### config.mk
export PLATFORM = sky130hd
export DESIGN_NAME = shift_hold_tx
export DESIGN_NICKNAME = d
export VERILOG_FILES = /design/src/rtl/shift_hold_tx_pkg.sv /design/src/rtl/shift_hold_phase_ctr.sv /design/src/rtl/shift_hold_tx.sv
export SDC_FILE = /design/constraint.sdc
export NUM_CORES = 1
export LEC_CHECK = 0
export BUFFER_PORTS_ARGS = -buffer_cell sky130_fd_sc_hd__buf_4
export CORE_UTILIZATION = 55
export DETAILED_ROUTE_END_ITERATION = 7
export PLACE_DENSITY = 0.77
export REMOVE_ABC_BUFFERS = 1
export SYNTH_ARGS = -nofsm -noshare
export SYNTH_HDL_FRONTEND = slang
export SYNTH_SLANG_ARGS = --single-unit
### constraint.sdc
create_clock -name clk -period 3 [get_ports clk]
set_clock_uncertainty 0.15 [all_clocks]
set_input_delay 0.45 -clock clk [delete_from_list [all_inputs] [get_ports clk]]
set_output_delay 0.45 -clock clk [all_outputs]
set_load 0.05 [all_outputs]
### src/rtl/shift_hold_tx_pkg.sv
// FSM encodings and link defaults shared by the shift/hold transmitter
// and the shift/hold receivers on the same link.
package shift_hold_tx_pkg;

    typedef enum logic [1:0] {
        IDLE  = 2'd0,
        SHIFT = 2'd1,
        HOLD  = 2'd2
    } state_t;

    localparam int DEF_SHIFT = 2;
    localparam int DEF_HOLD  = 2;

    function automatic int max_int(input int a, input int b);
        return (a > b) ? a : b;
    endfunction

endpackage

### src/rtl/shift_hold_phase_ctr.sv
// Load/terminal-count phase counter: times one shift run or one hold gap.
// phase_end flags the final cycle of the currently loaded phase.
module shift_hold_phase_ctr
    import shift_hold_tx_pkg::*;
#(
    parameter int S = DEF_SHIFT,
    parameter int H = DEF_HOLD
) (
    input  logic clk,
    input  logic rst,
    input  logic load_shift,
    input  logic load_hold,
    output logic in_shift,
    output logic phase_end
);

    localparam int PW = $clog2(max_int(S, H) + 1);
    localparam logic [PW-1:0] S_LD = PW'(S - 1);
    localparam logic [PW-1:0] H_LD = PW'((H > 0) ? H - 1 : 0);

    logic [PW-1:0] cnt;

    always_ff @(posedge clk) begin
        if (!rst) begin
            cnt      <= '0;
            in_shift <= 1'b0;
        end else if (load_shift) begin
            cnt      <= S_LD;
            in_shift <= 1'b1;
        end else if (load_hold) begin
            cnt      <= H_LD;
            in_shift <= 1'b0;
        end else if (cnt != '0) begin
            cnt <= cnt - PW'(1);
        end
    end

    assign phase_end = (cnt == '0);

endmodule

### src/rtl/shift_hold_tx.sv
// Shift-N/hold-M serial transmitter, MSB first, valid/ready word input.
// Define SHIFT_HOLD_PARITY_EN to append an even-parity slot after the LSB.
module shift_hold_tx
    import shift_hold_tx_pkg::*;
#(
    parameter int WIDTH        = 8,
    parameter int SHIFT_CYCLES = DEF_SHIFT,
    parameter int HOLD_CYCLES  = DEF_HOLD
) (
    input  logic             clk,
    input  logic             rst,
    input  logic [WIDTH-1:0] s_data,
    input  logic             s_valid,
    output logic             s_ready,
    output logic             ser_out,
    output logic             ser_vld,
    output logic             busy
);

`ifdef SHIFT_HOLD_PARITY_EN
    localparam int NBITS = WIDTH + 1;
`else
    localparam int NBITS = WIDTH;
`endif
    localparam int BCW = $clog2(NBITS + 1);

    state_t           state, state_nx;
    logic [NBITS-1:0] sreg, sreg_nx;
    logic [NBITS-1:0] word;
    logic [BCW-1:0]   bits_left, bits_left_nx;
    logic             ser_out_nx, ser_vld_nx;
    logic             load_shift, load_hold;
    logic             in_shift, phase_end;
    logic             accept;

`ifdef SHIFT_HOLD_PARITY_EN
    assign word = {s_data, ^s_data};
`else
    assign word = s_data;
`endif

    assign accept = s_valid & s_ready;

    shift_hold_phase_ctr #(
        .S(SHIFT_CYCLES),
        .H(HOLD_CYCLES)
    ) u_phase (
        .clk       (clk),
        .rst       (rst),
        .load_shift(load_shift),
        .load_hold (load_hold),
        .in_shift  (in_shift),
        .phase_end (phase_end)
    );

    always_comb begin
        state_nx     = state;
        sreg_nx      = sreg;
        bits_left_nx = bits_left;
        ser_out_nx   = ser_out;
        ser_vld_nx   = 1'b0;
        load_shift   = 1'b0;
        load_hold    = 1'b0;
        unique case (state)
            IDLE: begin
                if (accept) begin
                    state_nx     = SHIFT;
                    ser_out_nx   = word[NBITS-1];
                    ser_vld_nx   = 1'b1;
                    sreg_nx      = word << 1;
                    bits_left_nx = BCW'(NBITS - 1);
                    load_shift   = 1'b1;
                end
            end
            SHIFT: begin
                // last slot just shown: finish without a trailing hold
                if (bits_left == '0) begin
                    state_nx = IDLE;
                end else if (in_shift && phase_end && HOLD_CYCLES > 0) begin
                    state_nx  = HOLD;
                    load_hold = 1'b1;
                end else begin
                    ser_out_nx   = sreg[NBITS-1];
                    ser_vld_nx   = 1'b1;
                    sreg_nx      = sreg << 1;
                    bits_left_nx = bits_left - BCW'(1);
                    load_shift   = phase_end;
                end
            end
            HOLD: begin
                if (phase_end) begin
                    state_nx     = SHIFT;
                    ser_out_nx   = sreg[NBITS-1];
                    ser_vld_nx   = 1'b1;
                    sreg_nx      = sreg << 1;
                    bits_left_nx = bits_left - BCW'(1);
                    load_shift   = 1'b1;
                end
            end
            default: state_nx = IDLE;
        endcase
    end

    always_ff @(posedge clk) begin
        if (!rst) begin
            state     <= IDLE;
            sreg      <= '0;
            bits_left <= '0;
            ser_out   <= 1'b0;
            ser_vld   <= 1'b0;
            s_ready   <= 1'b0;
            busy      <= 1'b0;
        end else begin
            state     <= state_nx;
            sreg      <= sreg_nx;
            bits_left <= bits_left_nx;
            ser_out   <= ser_out_nx;
            ser_vld   <= ser_vld_nx;
            s_ready   <= (state_nx == IDLE);
            busy      <= (state_nx != IDLE);
        end
    end

endmodule

==> out/results.ini, run 1 <==
[drt]
initialDrtViolationCount = 15
vias_per_cell = 5.538
wl_per_cell_um = 12.45
dr.pass1.iters = 4
finalWirelength_mm = 1.942
ant_nets = 0
drc = 0
vias = 864

[sta]
slew_viol_final = 0
fmaxAchievable_mhz = 473.0
finalCritPeriodShare_pct = 70.47
tns_ns = 0
rsz0062_at_grt = false
slew_headroom_pct = 68.56
period_needed_ns = 2.114
hold_viol_final = 0
finalSetupViolCount = 0
tightest_slew_ns = 0.4717

[final_layout]
antenna_cells = 0
final_cell_mix = nand2_1 (23), dfxtp_1 (20), buf_4 (14)
synthToLayoutAreaGrowth_pct = 9.652
drive_gt1_share_pct = 22.90
layout.nets = 150
final_common_cell = nand2_1
fin_cells = 156

[global_routing]
grtUsageTotal_pct = 20.35
grt_pass1_vias = 788
grt_antenna_before_repair = 0
overflow = 0
grt_max_degree = 27
grt_pass1_wl_mm = 3.187

[power_and_ir_drop]
powerDensity_nw_per_um2 = 636.2
p_leak_nw = 0.5243
p_total_mw = 0.7777
ir_worst_vdd_v = 0.0003527

[setup_path]
cp-start-kind = flop
critical_path_required_ns = 3.03
setup.worst_path.class = reg -> reg
worst-path-max-fanout = 12
end_kind = flop
r2r_start = state[0]
reg2reg_to = bits_left[2]
ff2ff_path_depth = 6
regToRegSetupSlack_ns = 0.89
worstPathArrival_ns = 2.15

[clock_tree]
postCtsSetupBuffers = 0
clk-insertion-delay-late_ns = 0.29
cts_sinks = 20
clockBufferDepth = 2
cts_tree = built
holdBufCountCts = 0
root_buffer = clkbuf_4
h-tree-depth = 1
ctsResizeCount = 0
cts_buffers = 3
clk_pin_slew_ns = 0.11

[synth]
synth_edf_count = 0
yosysWarningCount = 0
ys_seq_area_share_pct = 35.91
syn_area_um2 = 1115
synth_ff_type = dfxtp_1
async_flop_share_pct = 0
synth-seq-cells = 20
synth_cells = 121
syn_area_per_cell_um2 = 9.213
ys_types = 38

[die]
initial_core_util_pct = 61.24
die-area_um2 = 2211
io_pins = 15
die_h_um = 47.02
core_area_um2 = 1821
num_rows = 15
die_w_um = 47.02

[placement]
dp_cells = 153
gp_congestion = 0.9529
dp_hpwl_mm = 1.476
io_buffers = 14

[hold_path]
hp-class = in -> reg
min_from = s_data[0]
hold_path_end = sreg[1]
whs_path_depth = 3

[job]
cap_viol_max_count = 0

[run_status]
status = finished, final reports clean

==> stage by stage <==
step	hold slack [ns]	utilization (%)	area, um^2	setup WS (ns)
5_1_grt	0.2861	67.15	1222	0.7813
4_1_cts	0.2714	67.15	1222	0.8888
6_report	0.2786	67.15	1222	0.8860
2_1_floorplan	0.2845	-	1064	1.030
3_3_place_gp	0.2913	65.91	1200	0.9292
3_5_place_dp	0.3077	65.91	1200	0.9129
==> worst max path at each step <==
stage                        start      endpoint  slack, ns  cells after the start
after floorplan            s_ready  bits_left[2]       1.03                      4
after global placement    state[0]  bits_left[2]       0.93                      6
after detailed placement  state[0]  bits_left[2]       0.91                      6
after CTS                 state[0]  bits_left[2]       0.89                      6
after global routing      state[0]  bits_left[2]       0.78                      6
final                     state[0]  bits_left[2]       0.89                      6
==> worst max-delay path, stage by stage (launching register included) <==
cell	delay (ns)
dfxtp_1	0.43
inv_1	0.08
ha_1	0.24
nor2b_1	0.16
a21o_1	0.21
or2_4	0.34
o311a_2	0.38
==> cell type report <==
class	count	area, um^2
flip-flops and latches	20	400.4
multi-input cells	84	625.6
repair buffers	14	105.1
clock buffers	3	22.52
fillers	165	598.1
well taps	25	31.28
inverters	10	37.54
==> sequential cells by signal, summed over array words and instances, names as in the netlist, 2 cells and up <==
register,flops
u_phase.cnt,2
sreg,7
bits_left,4
state,2
==> Yosys cell counts (2+ instances only) <==
cell type | instances | area share, %
nand2_1 | 23 | 7.7
dfxtp_1 | 20 | 36
inv_1 | 10 | 3.4
mux2i_1 | 8 | 7.2
mux2_2 | 7 | 7.1
ha_1 | 6 | 6.7
a21oi_1 | 4 | 1.8
clkbuf_1 | 4 | 1.3
o21ai_0 | 4 | 1.8
nor3_1 | 3 | 1.3
a41oi_1 | 2 | 1.6
nand3_1 | 2 | 0.90
nor2b_1 | 2 | 1.1
o31ai_1 | 2 | 1.3
==> logic make-up (layout without fill, tap and decap cells) <==
logic type               after synthesis  count (layout)  synth area share, %
AND/OR/NAND/NOR                       37              37                15.82
AO/OA/AOI/OAI                         25              25                18.52
flip-flops                            20              20                35.91
buffers and inverters                 17              27                7.968
multiplexers                          15              15                14.25
adder cells (fa/ha/maj)                6               6                6.734
XOR/XNOR                               1               1               0.7858
==> per-layer routing <==
layer | global-route usage (%) | routed length (um)
met1 | 26.17 | 946
met2 | 32.22 | 922
met3 | 3.846 | 58
met4 | 10.86 | 14
met5 | 0 | 0
==> power by group <==
part	leakage, nW	internal (mW)	total, mW	switching [mW]
Clock	0.0138	0.0467	0.122	0.0756
Combinational	0.346	0.137	0.316	0.179
Sequential	0.164	0.311	0.339	0.0279
Power figures use the tool's default switching activity.
==> run 2, diff against run 1 <==
clock period = 2 ns   (was 3 ns; I/O delays follow)
==> run 2 against run 1 <==
Net effect:
- critical path depth is the same
- design area increased by 8.4%
- sequential cell count unchanged
- global-route usage rose by 1.3 points
- largest cell class unchanged
- final cell count increased by 6.4%
- clock power rose by 91%
- register-to-register slack got worse by 0.79 ns
==> out/results.ini, run 2 (synthesized netlist as in run 1, its figures left out) <==
[die]
num_rows = 15  ; unchanged
die-area_um2 = 2211  ; unchanged
die_h_um = 47.02  ; unchanged
die_w_um = 47.02  ; unchanged
io_pins = 15  ; unchanged
initial_core_util_pct = 61.24  ; unchanged
core_area_um2 = 1821  ; unchanged

[drt]
drc = 0  ; unchanged
dr.pass1.iters = 4  ; unchanged
initialDrtViolationCount = 8  ; -7
wl_per_cell_um = 12.48  ; +0.27%
ant_nets = 0  ; unchanged
vias = 924  ; +6.9%
finalWirelength_mm = 2.072  ; +6.7%
vias_per_cell = 5.566  ; +0.50%

[sta]
timing.final.ws_setup_ns = 0.09238  ; -0.7936 ns
finalCritPeriodShare_pct = 95.38  ; +25 points
hold_slack_ns = 0.1196  ; -0.1590 ns
hold_viol_final = 0  ; unchanged
finalSetupViolCount = 0  ; unchanged
tightest_slew_ns = 0.4468  ; -0.02483 ns
slew_headroom_pct = 70.21  ; +1.7 points
slew_viol_final = 0  ; unchanged
period_needed_ns = 1.908  ; -0.2064 ns
fmaxAchievable_mhz = 524.2  ; +11%

[clock_tree]
clk_pin_slew_ns = 0.11  ; about the same
root_buffer = clkbuf_4
clockBufferDepth = 2  ; unchanged
h-tree-depth = 1  ; unchanged
cts_tree = built
cts_sinks = 20  ; unchanged
cts_buffers = 3  ; unchanged
clk-insertion-delay-late_ns = 0.30  ; about the same

[power_and_ir_drop]
ir_worst_vdd_v = 0.0007125  ; +100%
p_leak_nw = 0.5818  ; +11%
powerDensity_nw_per_um2 = 985.0  ; +55%
p_total_mw = 1.305  ; +68%

[job]
cap_viol_max_count = 0  ; unchanged

[final_layout]
synthToLayoutAreaGrowth_pct = 18.86
final_common_cell = nand2_1
antenna_cells = 0  ; unchanged
final_cell_mix = nand2_1 (23), buf_4 (22), dfxtp_1 (17)
drive_gt1_share_pct = 31.91  ; +9.0 points
largest-register = sreg
fill_cells = 144  ; -13%
layout.nets = 159  ; +6.0%
largest_reg_flops = 7  ; unchanged
top_regs = sreg (7), bits_left (4)

[setup_path]
setup.worst_path.class = reg -> reg
end_kind = flop
cp-start-kind = flop
critical_path_required_ns = 2.06  ; -0.97 ns
worstPathArrival_ns = 1.97  ; -0.18 ns
worst-path-max-fanout = 6  ; -6

[placement]
dp_hpwl_mm = 1.541  ; +4.4%
io_buffers = 14  ; unchanged
preCtsSetupSlack_ns = 0.01464  ; -0.8983 ns
gp_congestion = 0.8555  ; -10%

[global_routing]
grt_max_degree = 27  ; unchanged
overflow = 0  ; unchanged
grt_pass1_vias = 828  ; +5.1%
grt_antenna_before_repair = 0  ; unchanged
grtUsageTotal_pct = 21.63  ; +1.3 points
grt_pass1_wl_mm = 3.367  ; +5.6%

[run_status]
status = finished, final reports clean

[hold_path]
hp-class = in -> reg

run 2: changes by cell type in the layout (fill, tap and decap cells not counted):
cell / delta
clkbuf_8: +1
o311ai_1: +1
dfxtp_2: +3
o311ai_0: -1
or3b_4: +1
or3b_1: -1
buf_4: +8
buf_12: +1
ha_2: +1
dfxtp_1: -3
ha_1: -1
run 2: metrics by stage:
step | instances | area [um^2] | utilization [%] | setup TNS, ns
finish | 166 | 1325 | 72.78 | 0
global route | 166 | 1325 | 72.78 | -0.006581
CTS | 164 | 1304 | 71.62 | 0
detailed placement | 160 | 1265 | 69.48 | 0
global placement | 160 | 1265 | 69.48 | 0
floorplan | 114 | 1064 | - | 0
run 2: worst max-delay path, stage by stage, from the launching register on:
cell,delay [ns]
dfxtp_2,0.34
inv_1,0.07
ha_2,0.18
or3b_4,0.43
a41oi_1,0.31
o211ai_1,0.15
and2_1,0.17
run 2: repair_timing:
item,in CTS,in global routing
setup buffers,0,2
gates cloned,0,0
gates resized for setup,1,5
hold buffers,0,0
setup endpoints to repair,5,11
pin swaps,0,3
run 2: layout make-up:
class	instances	area (um^2)	share of cell area, %
clock buffers	4	36.28	2.738
inverters	10	37.54	2.833
multi-input cells	84	630.6	47.59
flip-flops and latches	20	404.1	30.50
well taps	25	31.28	2.361
repair buffers	23	185.2	13.98
run 2: final timing paths:
| check | slack [ns] | start | cells after the start | endpoint |
|---|---|---|---|---|
| min | 0.12 | s_data[0] | 3 | sreg[1] |
| max reg2reg | 0.09 | bits_left[0] | 6 | busy |
| max | 0.09 | bits_left[0] | 6 | busy |
| min reg2reg | 0.32 | sreg[4] | 2 | sreg[4] |
run 2: routing by layer:
layer  track usage [%]  wire length [um]
met5                 0                 0
met4             9.143                20
met3             4.231                61
met2             38.61              1009
met1             25.06               980
run 2: report_power, final:
| part | leakage (nW) | switching (mW) | total, mW | internal (mW) |
|---|---|---|---|---|
| Sequential | 0.165 | 0.0429 | 0.512 | 0.469 |
| Combinational | 0.396 | 0.288 | 0.560 | 0.272 |
| Clock | 0.0210 | 0.122 | 0.233 | 0.111 |
| Total | 0.582 | 0.452 | 1.31 | 0.853 |
==> run 3, diff against run 2 <==
CAP_MARGIN = 20   (was not set)
CORE_MARGIN = 4   (was not set)
==> run 3 against run 2 <==
Net effect:
- setup slack worse by 0.0013 ns
- sequential cell count did not move
- worst hold slack better by 0.035 ns
- combinational power is 3% higher
- final cell count increased by 0.60%
- sequential power is essentially flat
- maximum frequency about the same
- count of clock-buffer cells in the layout stayed put
- critical path depth is the same
- sequential share of layout area shrank 0.16 points
- die area grew 27%
==> out/results.ini, run 3 (synthesized netlist as in run 1, its figures left out) <==
[sta]
finalSetupViolCount = 0  ; unchanged
tns_ns = 0  ; unchanged
fmaxAchievable_mhz = 523.9  ; about the same
tightest_slew_ns = 0.4654  ; +0.01859 ns
slew_headroom_pct = 68.97  ; -1.2 points
finalCritPeriodShare_pct = 95.44  ; about the same
slew_viol_final = 0  ; unchanged
period_needed_ns = 1.909  ; +0.001279 ns
hold_viol_final = 0  ; unchanged

[drt]
vias = 901  ; -2.5%
drc = 0  ; unchanged
vias_per_cell = 5.395  ; -3.1%
ant_nets = 0  ; unchanged
initialDrtViolationCount = 8  ; unchanged
dr.pass1.iters = 4  ; unchanged
wl_per_cell_um = 13.82  ; +11%
finalWirelength_mm = 2.308  ; +11%

[setup_path]
ff2ff_path_depth = 6  ; unchanged
critPathLaunch = state[1]
worst-path-max-fanout = 6  ; unchanged
cp_cell_sequence = inv_1 -> ha_1 -> o21ba_2 -> a31oi_4 -> or2_4 -> o311a_2
cp-start-kind = flop
end_kind = flop
r2r_start = state[1]
critical_path_required_ns = 2.04  ; -0.02 ns
slowest_delay_ns = 0.41  ; -0.02 ns
worstPathArrival_ns = 1.95  ; -0.02 ns
regToRegSetupSlack_ns = 0.09  ; about the same
cp_slowest_cell = dfxtp_1
cpLargestDelayFamily = compound AO/OA/AOI/OAI gates
crit_buf_inv = 1  ; unchanged
reg2reg_to = bits_left[2]
setup.worst_path.class = reg -> reg

[final_layout]
largest-register = sreg
final_common_cell = nand2_1
final_cell_mix = nand2_1 (22), buf_4 (21), dfxtp_1 (18)
final_core_utilization_pct = 68.81  ; -4.0 points
top_regs = sreg (7), bits_left (4)
fill_cells = 166  ; +15%
largest_reg_flops = 7  ; unchanged
multiInputGateArea_um2 = 645.6  ; +2.4%
antenna_cells = 0  ; unchanged
layout.nets = 158  ; -0.63%
drive_gt1_share_pct = 33.57  ; +1.7 points
fin_cells = 167  ; +0.60%
synthToLayoutAreaGrowth_pct = 19.87
register_area_um2 = 405.4  ; +0.31%

[placement]
dp_cells = 161  ; +0.63%
dp_hpwl_mm = 1.639  ; +6.3%
gp_congestion = 0.8726  ; +2.0%
io_buffers = 14  ; unchanged

[die]
io_pins = 15  ; unchanged
core_area_um2 = 1942  ; +6.7%
num_rows = 16  ; +1
die-area_um2 = 2811  ; +27%
die_w_um = 53.02  ; +13%
die_h_um = 53.02  ; +13%
initial_core_util_pct = 57.41  ; -3.8 points

[global_routing]
grtUsageTotal_pct = 17.96  ; -3.7 points
grt_max_degree = 27  ; unchanged
grt_antenna_before_repair = 0  ; unchanged
grt_pass1_vias = 869  ; +5.0%
overflow = 0  ; unchanged
grt_pass1_wl_mm = 3.726  ; +11%

[power_and_ir_drop]
p_total_mw = 1.317  ; +0.90%
switching_share_pct = 35.16  ; +0.51 points
clkPwrFrac_pct = 17.4  ; -0.4 points
intPower_mw = 0.8539  ; +0.11%
p_leak_nw = 0.5762  ; -0.95%
ir_worst_vdd_v = 0.0005386  ; -24%
power_frac_comb_pct = 43.6  ; +0.7 points
seqPwrFrac_pct = 39.0  ; -0.3 points
powerDensity_nw_per_um2 = 985.5  ; about the same
power_switching_mw = 0.4631  ; +2.4%

[clock_tree]
h-tree-depth = 1  ; unchanged
clk_pin_slew_ns = 0.11  ; about the same
root_buffer = clkbuf_4
holdBufCountCts = 0  ; unchanged
clockBufferDepth = 2  ; unchanged
clk-insertion-delay-late_ns = 0.29  ; about the same
cts_tree = built
cts_buffers = 3  ; unchanged
cts_sinks = 20  ; unchanged

[hold_path]
hp-class = in -> reg
min_from = s_data[0]
whs_path_depth = 3  ; unchanged
hold_path_end = sreg[1]

[run_status]
status = finished, final reports clean

[job]
cap_viol_max_count = 0  ; unchanged

## run 3: how the worst max path moves through the flow
stage	endpoint	slack (ns)	cells after the start
floorplan	bits_left[2]	0.03	4
global placement	bits_left[2]	0.05	6
detailed placement	sreg[1]	-0.02	7
CTS	bits_left[2]	0.03	6
global route	sreg[1]	-0.0006	7
finish	bits_left[2]	0.09	6
## run 3: what timing repair did
item / 4_1_cts / 5_1_grt
cloned: 0 / 0
pin swaps: 0 / 3
gates resized for setup: 2 / 8
buffers inserted: 0 / 2
endpoints found under the setup margin: 7 / 10
## run 3: worst register-to-register path, stage by stage, from the launching register on
cell	delay, ns
dfxtp_1	0.41
inv_1	0.08
ha_1	0.19
o21ba_2	0.26
a31oi_4	0.04
or2_4	0.30
o311a_2	0.38
## run 3: per-stage QoR
stage	worst slack [ns]	hold slack, ns	area [um^2]
detailed placement	-0.01548	0.3036	1260
floorplan	0.02993	0.2683	1064
global route	-0.0006053	0.1791	1336
finish	0.09110	0.1541	1336
global placement	0.05320	0.2925	1260
CTS	0.02971	0.1465	1300
## run 3: power by group through the flow
stage	Combinational (mW)	Sequential [mW]	Clock (mW)
2_1_floorplan	0.331	0.548	0
3_3_place_gp	0.501	0.514	0
3_5_place_dp	0.520	0.519	0
4_1_cts	0.535	0.511	0.235
5_1_grt	0.630	0.523	0.250
6_report	0.574	0.514	0.229
## run 3: final cells by class
class | instances | area share [%]
timing repair buffer | 22 | 13.30
inverter | 10 | 2.809
multi-input combinational | 84 | 48.31
clock buffer | 4 | 2.715
tap | 27 | 2.528
sequential | 20 | 30.34
## run 3: per-layer routing
metal  GRT usage [%]  up-vias  share of wire (%)
met2           31.40       13                 52
met3           3.380        2                2.2
met5               0        -                  0
li1                -      460                  -
met4           5.532        0               0.39
met1           21.99      426                 45
